<file path="src/rtl/wb_pkg.sv">
// =====================================================================
// wb_pkg: shared types and constants for the writeback stage (rev 1.0)
// =====================================================================
`default_nettype none

package wb_pkg;

  typedef enum logic [0:0] {
    IDLE     = 1'b0,
    WAIT_MEM = 1'b1
  } wb_state_t;

  localparam logic [3:0] R15 = 4'hF;
  localparam int TIMEOUT_DEFAULT = 16;

  typedef struct packed {
    logic       valid;
    logic       reg_write;
    logic       mem_to_reg;
    logic       pc_src;
    logic [3:0] wa3;
  } wb_ctrl_t;

endpackage

`default_nettype wire

</file>
<file path="src/rtl/writeback_stage_if.sv">
// =====================================================================
// writeback_stage_if: M-side inputs and register-file/fetch outputs (rev 1.0)
// =====================================================================
`default_nettype none

interface writeback_stage_if #(
  parameter int WIDTH = 8,
  parameter int CNTW  = 16
);
  logic             ValidM;
  logic             RegWriteM;
  logic             MemtoRegM;
  logic             PCSrcM;
  logic [3:0]       WA3M;
  logic [WIDTH-1:0] ALUOutM;
  logic [WIDTH-1:0] ReadDataM;
  logic             MemRValidM;
  logic             FlushW;
  logic             StallW;
  logic             RegWriteW;
  logic [3:0]       WA3W;
  logic [WIDTH-1:0] ResultW;
  logic             PCSrcW;
  logic [CNTW-1:0]  RetiredW;
  logic             ErrW;

  modport master (
    output ValidM, RegWriteM, MemtoRegM, PCSrcM, WA3M, ALUOutM, ReadDataM,
           MemRValidM, FlushW,
    input  StallW, RegWriteW, WA3W, ResultW, PCSrcW, RetiredW, ErrW
  );

  modport slave (
    input  ValidM, RegWriteM, MemtoRegM, PCSrcM, WA3M, ALUOutM, ReadDataM,
           MemRValidM, FlushW,
    output StallW, RegWriteW, WA3W, ResultW, PCSrcW, RetiredW, ErrW
  );
endinterface

`default_nettype wire

</file>
<file path="src/rtl/mux2to1.sv">
// =====================================================================
// mux2to1: generic two-input word multiplexer (rev 1.0)
// =====================================================================
`default_nettype none

module mux2to1 #(
  parameter int WIDTH = 8
) (
  input  logic [WIDTH-1:0] a,
  input  logic [WIDTH-1:0] b,
  input  logic             sel,
  output logic [WIDTH-1:0] y
);
  assign y = sel ? b : a;
endmodule

`default_nettype wire

</file>
<file path="src/rtl/wb_watchdog.sv">
// =====================================================================
// wb_watchdog: load-wait cycle counter with expiry flag (rev 1.0)
// =====================================================================
`default_nettype none

module wb_watchdog #(
  parameter int TIMEOUT = 16
) (
  input  logic clk,
  input  logic rst,
  input  logic clr,
  input  logic en,
  output logic expired
);
  localparam int CW = $clog2(TIMEOUT);
  localparam logic [CW-1:0] LAST = CW'(TIMEOUT - 1);

  logic [CW-1:0] count;

  always_ff @(posedge clk) begin
    if (rst || clr) begin
      count <= '0;
    end else if (en && !expired) begin
      count <= count + CW'(1);
    end
  end

  assign expired = (count == LAST);
endmodule

`default_nettype wire

</file>
<file path="src/rtl/writeback_stage.sv">
// =====================================================================
// writeback_stage: M/W register, result select and load-wait stall FSM (rev 1.0)
// =====================================================================
`default_nettype none

module writeback_stage
  import wb_pkg::*;
#(
  parameter int WIDTH   = 8,
  parameter int TIMEOUT = TIMEOUT_DEFAULT,
  parameter int CNTW    = 16
) (
  input  logic              clk,
  input  logic              reset,
  writeback_stage_if.slave  bus
);
  typedef struct packed {
    wb_ctrl_t         ctrl;
    logic [WIDTH-1:0] alu_out;
    logic [WIDTH-1:0] read_data;
  } wreg_t;

  wb_state_t        state, state_n;
  wreg_t            wreg, wreg_n;
  logic [CNTW-1:0]  retired;
  logic             err;
  logic             err_set;
  logic             wd_clr;
  logic             wd_en;
  logic             wd_expired;
  logic             complete;
  logic             complete_n;
  logic [WIDTH-1:0] result;

  wb_watchdog #(.TIMEOUT(TIMEOUT)) u_watchdog (
    .clk     (clk),
    .rst     (reset),
    .clr     (wd_clr),
    .en      (wd_en),
    .expired (wd_expired)
  );

  always_comb begin
    state_n = state;
    wreg_n  = wreg;
    wd_clr  = 1'b0;
    wd_en   = 1'b0;
    err_set = 1'b0;
    if (bus.FlushW) begin
      state_n          = IDLE;
      wreg_n.ctrl.valid = 1'b0;
    end else begin
      case (state)
        IDLE: begin
          wreg_n.ctrl.valid      = bus.ValidM;
          wreg_n.ctrl.reg_write  = bus.RegWriteM;
          wreg_n.ctrl.mem_to_reg = bus.MemtoRegM;
          wreg_n.ctrl.pc_src     = bus.PCSrcM;
          wreg_n.ctrl.wa3        = bus.WA3M;
          wreg_n.alu_out         = bus.ALUOutM;
          if (bus.ValidM && bus.MemtoRegM && !bus.MemRValidM) begin
            state_n = WAIT_MEM;
            wd_clr  = 1'b1;
          end else begin
            wreg_n.read_data = bus.ReadDataM;
          end
        end
        WAIT_MEM: begin
          if (bus.MemRValidM) begin
            wreg_n.read_data = bus.ReadDataM;
            state_n          = IDLE;
          end else if (wd_expired) begin
            // Unanswered load is dropped: no register write, no retire.
            err_set           = 1'b1;
            wreg_n.ctrl.valid = 1'b0;
            state_n           = IDLE;
          end else begin
            wd_en = 1'b1;
          end
        end
        default: state_n = IDLE;
      endcase
    end
  end

  // Counting the instruction as it enters a completing W cycle keeps RetiredW
  // in step with the write it reports.
  assign complete_n = wreg_n.ctrl.valid && (state_n == IDLE);

  always_ff @(posedge clk) begin
    if (reset) begin
      state   <= IDLE;
      wreg    <= '0;
      retired <= '0;
      err     <= 1'b0;
    end else begin
      state <= state_n;
      wreg  <= wreg_n;
      if (complete_n) begin
        retired <= retired + CNTW'(1);
      end
      if (err_set) begin
        err <= 1'b1;
      end
    end
  end

  mux2to1 #(.WIDTH(WIDTH)) u_result_mux (
    .a   (wreg.alu_out),
    .b   (wreg.read_data),
    .sel (wreg.ctrl.mem_to_reg),
    .y   (result)
  );

  assign complete      = wreg.ctrl.valid && (state == IDLE);
  assign bus.StallW    = (state == WAIT_MEM);
  assign bus.RegWriteW = complete && wreg.ctrl.reg_write;
  assign bus.WA3W      = wreg.ctrl.wa3;
  assign bus.ResultW   = result;
  assign bus.PCSrcW    = complete &&
                         (wreg.ctrl.pc_src || (wreg.ctrl.reg_write && (wreg.ctrl.wa3 == R15)));
  assign bus.RetiredW  = retired;
  assign bus.ErrW      = err;
endmodule

`default_nettype wire

</file>
<file path="src/flat_wrapper.sv">
// flat-port wrapper written by rule: the top's interface ports become plain ports
module writeback_stage_flat import wb_pkg::*;
#(
  parameter int WIDTH   = 8,
  parameter int TIMEOUT = TIMEOUT_DEFAULT,
  parameter int CNTW    = 16
)
  (clk, reset, bus_ValidM, bus_RegWriteM, bus_MemtoRegM, bus_PCSrcM, bus_WA3M, bus_ALUOutM, bus_ReadDataM, bus_MemRValidM, bus_FlushW, bus_StallW, bus_RegWriteW, bus_WA3W, bus_ResultW, bus_PCSrcW, bus_RetiredW, bus_ErrW);
  writeback_stage_if #(.WIDTH(WIDTH), .CNTW(CNTW)) bus_i ();
  input  logic clk;
  input  logic reset;
  input wire logic [$bits(bus_i.ValidM)-1:0] bus_ValidM;
  input wire logic [$bits(bus_i.RegWriteM)-1:0] bus_RegWriteM;
  input wire logic [$bits(bus_i.MemtoRegM)-1:0] bus_MemtoRegM;
  input wire logic [$bits(bus_i.PCSrcM)-1:0] bus_PCSrcM;
  input wire logic [$bits(bus_i.WA3M)-1:0] bus_WA3M;
  input wire logic [$bits(bus_i.ALUOutM)-1:0] bus_ALUOutM;
  input wire logic [$bits(bus_i.ReadDataM)-1:0] bus_ReadDataM;
  input wire logic [$bits(bus_i.MemRValidM)-1:0] bus_MemRValidM;
  input wire logic [$bits(bus_i.FlushW)-1:0] bus_FlushW;
  output wire logic [$bits(bus_i.StallW)-1:0] bus_StallW;
  output wire logic [$bits(bus_i.RegWriteW)-1:0] bus_RegWriteW;
  output wire logic [$bits(bus_i.WA3W)-1:0] bus_WA3W;
  output wire logic [$bits(bus_i.ResultW)-1:0] bus_ResultW;
  output wire logic [$bits(bus_i.PCSrcW)-1:0] bus_PCSrcW;
  output wire logic [$bits(bus_i.RetiredW)-1:0] bus_RetiredW;
  output wire logic [$bits(bus_i.ErrW)-1:0] bus_ErrW;
  assign bus_i.ValidM = bus_ValidM;
  assign bus_i.RegWriteM = bus_RegWriteM;
  assign bus_i.MemtoRegM = bus_MemtoRegM;
  assign bus_i.PCSrcM = bus_PCSrcM;
  assign bus_i.WA3M = bus_WA3M;
  assign bus_i.ALUOutM = bus_ALUOutM;
  assign bus_i.ReadDataM = bus_ReadDataM;
  assign bus_i.MemRValidM = bus_MemRValidM;
  assign bus_i.FlushW = bus_FlushW;
  assign bus_StallW = bus_i.StallW;
  assign bus_RegWriteW = bus_i.RegWriteW;
  assign bus_WA3W = bus_i.WA3W;
  assign bus_ResultW = bus_i.ResultW;
  assign bus_PCSrcW = bus_i.PCSrcW;
  assign bus_RetiredW = bus_i.RetiredW;
  assign bus_ErrW = bus_i.ErrW;
  writeback_stage #(.WIDTH(WIDTH), .TIMEOUT(TIMEOUT), .CNTW(CNTW)) u_core (.clk(clk), .reset(reset), .bus(bus_i));
endmodule
</file>
<file path="config.mk">
export PLATFORM = sky130hd
export DESIGN_NAME = writeback_stage_flat
export DESIGN_NICKNAME = d
export VERILOG_FILES = /design/src/rtl/wb_pkg.sv /design/src/rtl/writeback_stage_if.sv /design/src/rtl/mux2to1.sv /design/src/rtl/wb_watchdog.sv /design/src/rtl/writeback_stage.sv /design/src/flat_wrapper.sv
export SDC_FILE = /design/constraint.sdc
export NUM_CORES = 1
export LEC_CHECK = 0
export ABC_CLOCK_PERIOD_IN_PS = 2009
export CAP_MARGIN = 20
export CORE_AREA = 5 5 91 93
export CTS_BUF_LIST = sky130_fd_sc_hd__clkbuf_16
export DETAILED_ROUTE_END_ITERATION = 7
export DIE_AREA = 0 0 96 98
export HOLD_SLACK_MARGIN = 0.05
export SYNTH_ARGS = -nofsm -noshare
export SYNTH_HDL_FRONTEND = slang
export SYNTH_SLANG_ARGS = --single-unit
</file>
<file path="constraint.sdc">
create_clock -name clk -period 2.01 [get_ports clk]
set_input_delay 0.402 -clock clk [delete_from_list [all_inputs] [get_ports clk]]
set_output_delay 0.402 -clock clk [all_outputs]
set_load 0.05 [all_outputs]
</file>
==> run summary <==
Clock Skew - 0.003118 ns
Mean post-synth cell area - 8.592 um2
# hold bufs at CTS - 0
Pin count of the biggest net entering global routing - 27
Ant. Diodes - 0
Fin. Hold Viols - 0
Worst setup EP type - flop
Pwr Density - 691.7 nW/um2
H-Tree Level Count - 2
Worst Tran Pin Value - 0.5216 ns
Fmax - 0.5068 GHz
Core ar. - 7447 um2
GRT Overall Usage - 12.34%
Design Power - 2196 uW
Top cell type by total area after synthesis - dfxtp_1
Wire per inst - 13.64 um
DRT antenna net count - 0
Slew Viols, Final - 0
Layout fillers - 743
Top cells by area, synth - dfxtp_1 43%, mux2_2 8.5%, nand2_1 6.7%, a21oi_1 6.3%, nor2_1 4.1%
Die ar. - 9408 um2
Asr flop ratio synth - 0%
Yosys cell types - 38
Worst Path Buf+Inv - 2
Top cell type's share of synthesized area - 43.22%
Top post-synthesis cells by count - 46 x dfxtp_1, 38 x nand2_1, 27 x a21oi_1
Slew HR - 65.11%
Final setup vio count - 0
Seq/Total Area, Yosys - 43.22%
GRT overflow - 0
CTS tree - yes
Type of origin of the critical path - primary input
Synthesized cell area - 2131 um2
YS warnings - 0
Yosys reg bits - 46
Worst Path Required - 2.19 ns
Post-DR vias/cell - 4.692
Initial Utilization - 28.61%
CP Class - primary input to flop
Chip height - 98 um
Clk root buf - clkbuf_16
CTS Sinks - 46
Post-synth EDFFs - 0
Drc violations - 0
Layout cells sized above 1 - 25.31%
Status - complete, no violations
Fin nets - 349
Clk_lat worst skew - 0.29 ns
Hold/Removal Path Class - flop to flop
CP top delay family - buffers and inverters
Fin crit period - 1.973 ns
Post-CTS Setup Inserts - 0
Max Cap Violations - 0
Routed vias - 1980
Clock slew at reported path FFs - 0.06 ns
Crit Path Max Fanout - 7
Dominant synthesized flop cell - dfxtp_1
I/O Pins - 60
Gpl congestion - 0.7617
RSZ-0062 raised after global routing - true
Area delta synth->final - 48.97%
VDD IR max - 0.2921 mV
First-pass GRT wire length - 9246 um
Setup tns final - 0 ns
CP max-delay cell - clkdlybuf4s50_1
Router iterations before antenna repair - 4
Vias in the first global route - 1950
Crit-path max cell delay - 0.42 ns
Clock Path Buffers - 2
Final Cycle Share - 98.17%
Buffers added on ports - 59
CTS Buf Count - 5
Initial DRC count - 54
WP data arrival - 2.15 ns
Antenna violations before repair - 0
Cell with the most instances after synthesis - dfxtp_1
Leakage power - 0.001252 uW
Row cnt - 32
Critical path cell sequence - clkdlybuf4s50_1 -> nor4bb_1 -> a2111o_1 -> buf_6 -> nor4_2 -> mux2_2
Final WL - 5757 um
Post-DP HPWL - 4096 um
Syn nets - 278
Post-Syn Instances - 248
Die width - 96 um
## per-stage QoR
step | std cells | area, um2 | hold WS [ns] | utilization, % | setup WS, ns
after detailed placement | 413 | 2928 | 0.4459 | 39.31 | -0.3869
after global routing | 422 | 3174 | 0.4724 | 42.62 | -0.01808
final | 422 | 3174 | 0.4511 | 42.62 | 0.03685
after global placement | 413 | 2928 | 0.4396 | 39.31 | -0.3991
after CTS | 421 | 3114 | 0.4551 | 41.82 | 0.01227
after floorplan | 248 | 2147 | 0.4338 | - | 0.01306
## worst min-delay path, delay by kind of cell, from the launching register on
family	cells	cell delay (ns)
AND/OR/NAND/NOR	1	0.05
flip-flops	1	0.31
AO/OA/AOI/OAI	1	0.05
## registers in the layout (all words and copies together) (netlist names)
name                     flops
u_core.bus.RetiredW         16
u_core.wreg                 20
u_core.bus.WA3W              4
u_core.bus.StallW            1
u_core.bus.ErrW              1
u_core.u_watchdog.count      4
## worst paths after layout
| check | start | end | slack (ns) | cells after the start |
|---|---|---|---|---|
| setup / recovery | bus_MemtoRegM | u_core.bus.RetiredW[10] | 0.04 | 6 |
| hold reg to reg | u_core.wreg[10] | u_core.wreg[10] | 0.45 | 2 |
| setup reg to reg | u_core.u_watchdog.count[0] | u_core.bus.RetiredW[10] | 0.07 | 6 |
| hold / removal | u_core.wreg[10] | u_core.wreg[10] | 0.45 | 2 |
## cell families after synthesis
kind of cell	after synthesis	synth area share, %
AO/OA/AOI/OAI	41	11.45
multiplexers	24	12.21
AND/OR/NAND/NOR	111	26.13
flip-flops	46	43.22
XOR/XNOR	3	1.233
adder cells (fa/ha/maj)	2	1.174
buffers and inverters	21	4.580
## timing repair
action | CTS | global route
endpoints found under the hold margin | 0 | 0
gates resized for setup | 6 | 11
pin swaps | 0 | 4
gates cloned | 0 | 1
endpoints found under the setup margin | 10 | 19
## report_power, final
| group | internal, uW | switching (uW) | leakage (uW) |
|---|---|---|---|
| clock network | 582 | 351 | 0.0000812 |
| logic | 136 | 164 | 0.000793 |
| registers | 941 | 21.7 | 0.000378 |
| total | 1660 | 537 | 0.00125 |
## per-layer routing
layer / up-vias / wire length, um / global-route usage (%)
met2: 41 / 2845 / 19.81
li1: 1009 / - / -
met5: - / 0 / 0
met1: 923 / 2516 / 15.45
met4: 0 / 92 / 4.814
met3: 7 / 302 / 3.467
## cell type report
| class | instances | area [um2] | share of cell area (%) |
|---|---|---|---|
| multi-input cells | 181 | 1189 | 37.45 |
| inverters | 4 | 15.01 | 0.4730 |
| flip-flops and latches | 46 | 929.6 | 29.29 |
| clock buffers | 5 | 125.1 | 3.942 |
| repair buffers | 81 | 747.0 | 23.53 |
| clock inverters | 3 | 41.29 | 1.301 |
| well taps | 102 | 127.6 | 4.020 |
## cells in the final DEF, fill, tap and decap left out, drive strengths merged, types with 8 or more instances in the layout
| cell type | Yosys | final |
|---|---|---|
| a21oi | 27 | 27 |
| buf | 8 | 40 |
| clkdlybuf4s50 | 0 | 38 |
| dfxtp | 46 | 46 |
| mux2 | 16 | 16 |
| mux2i | 8 | 8 |
| nand2 | 38 | 38 |
| nand3 | 10 | 10 |
| nor2 | 23 | 23 |
| nor2b | 8 | 8 |
(Power assumes the default switching activity.)
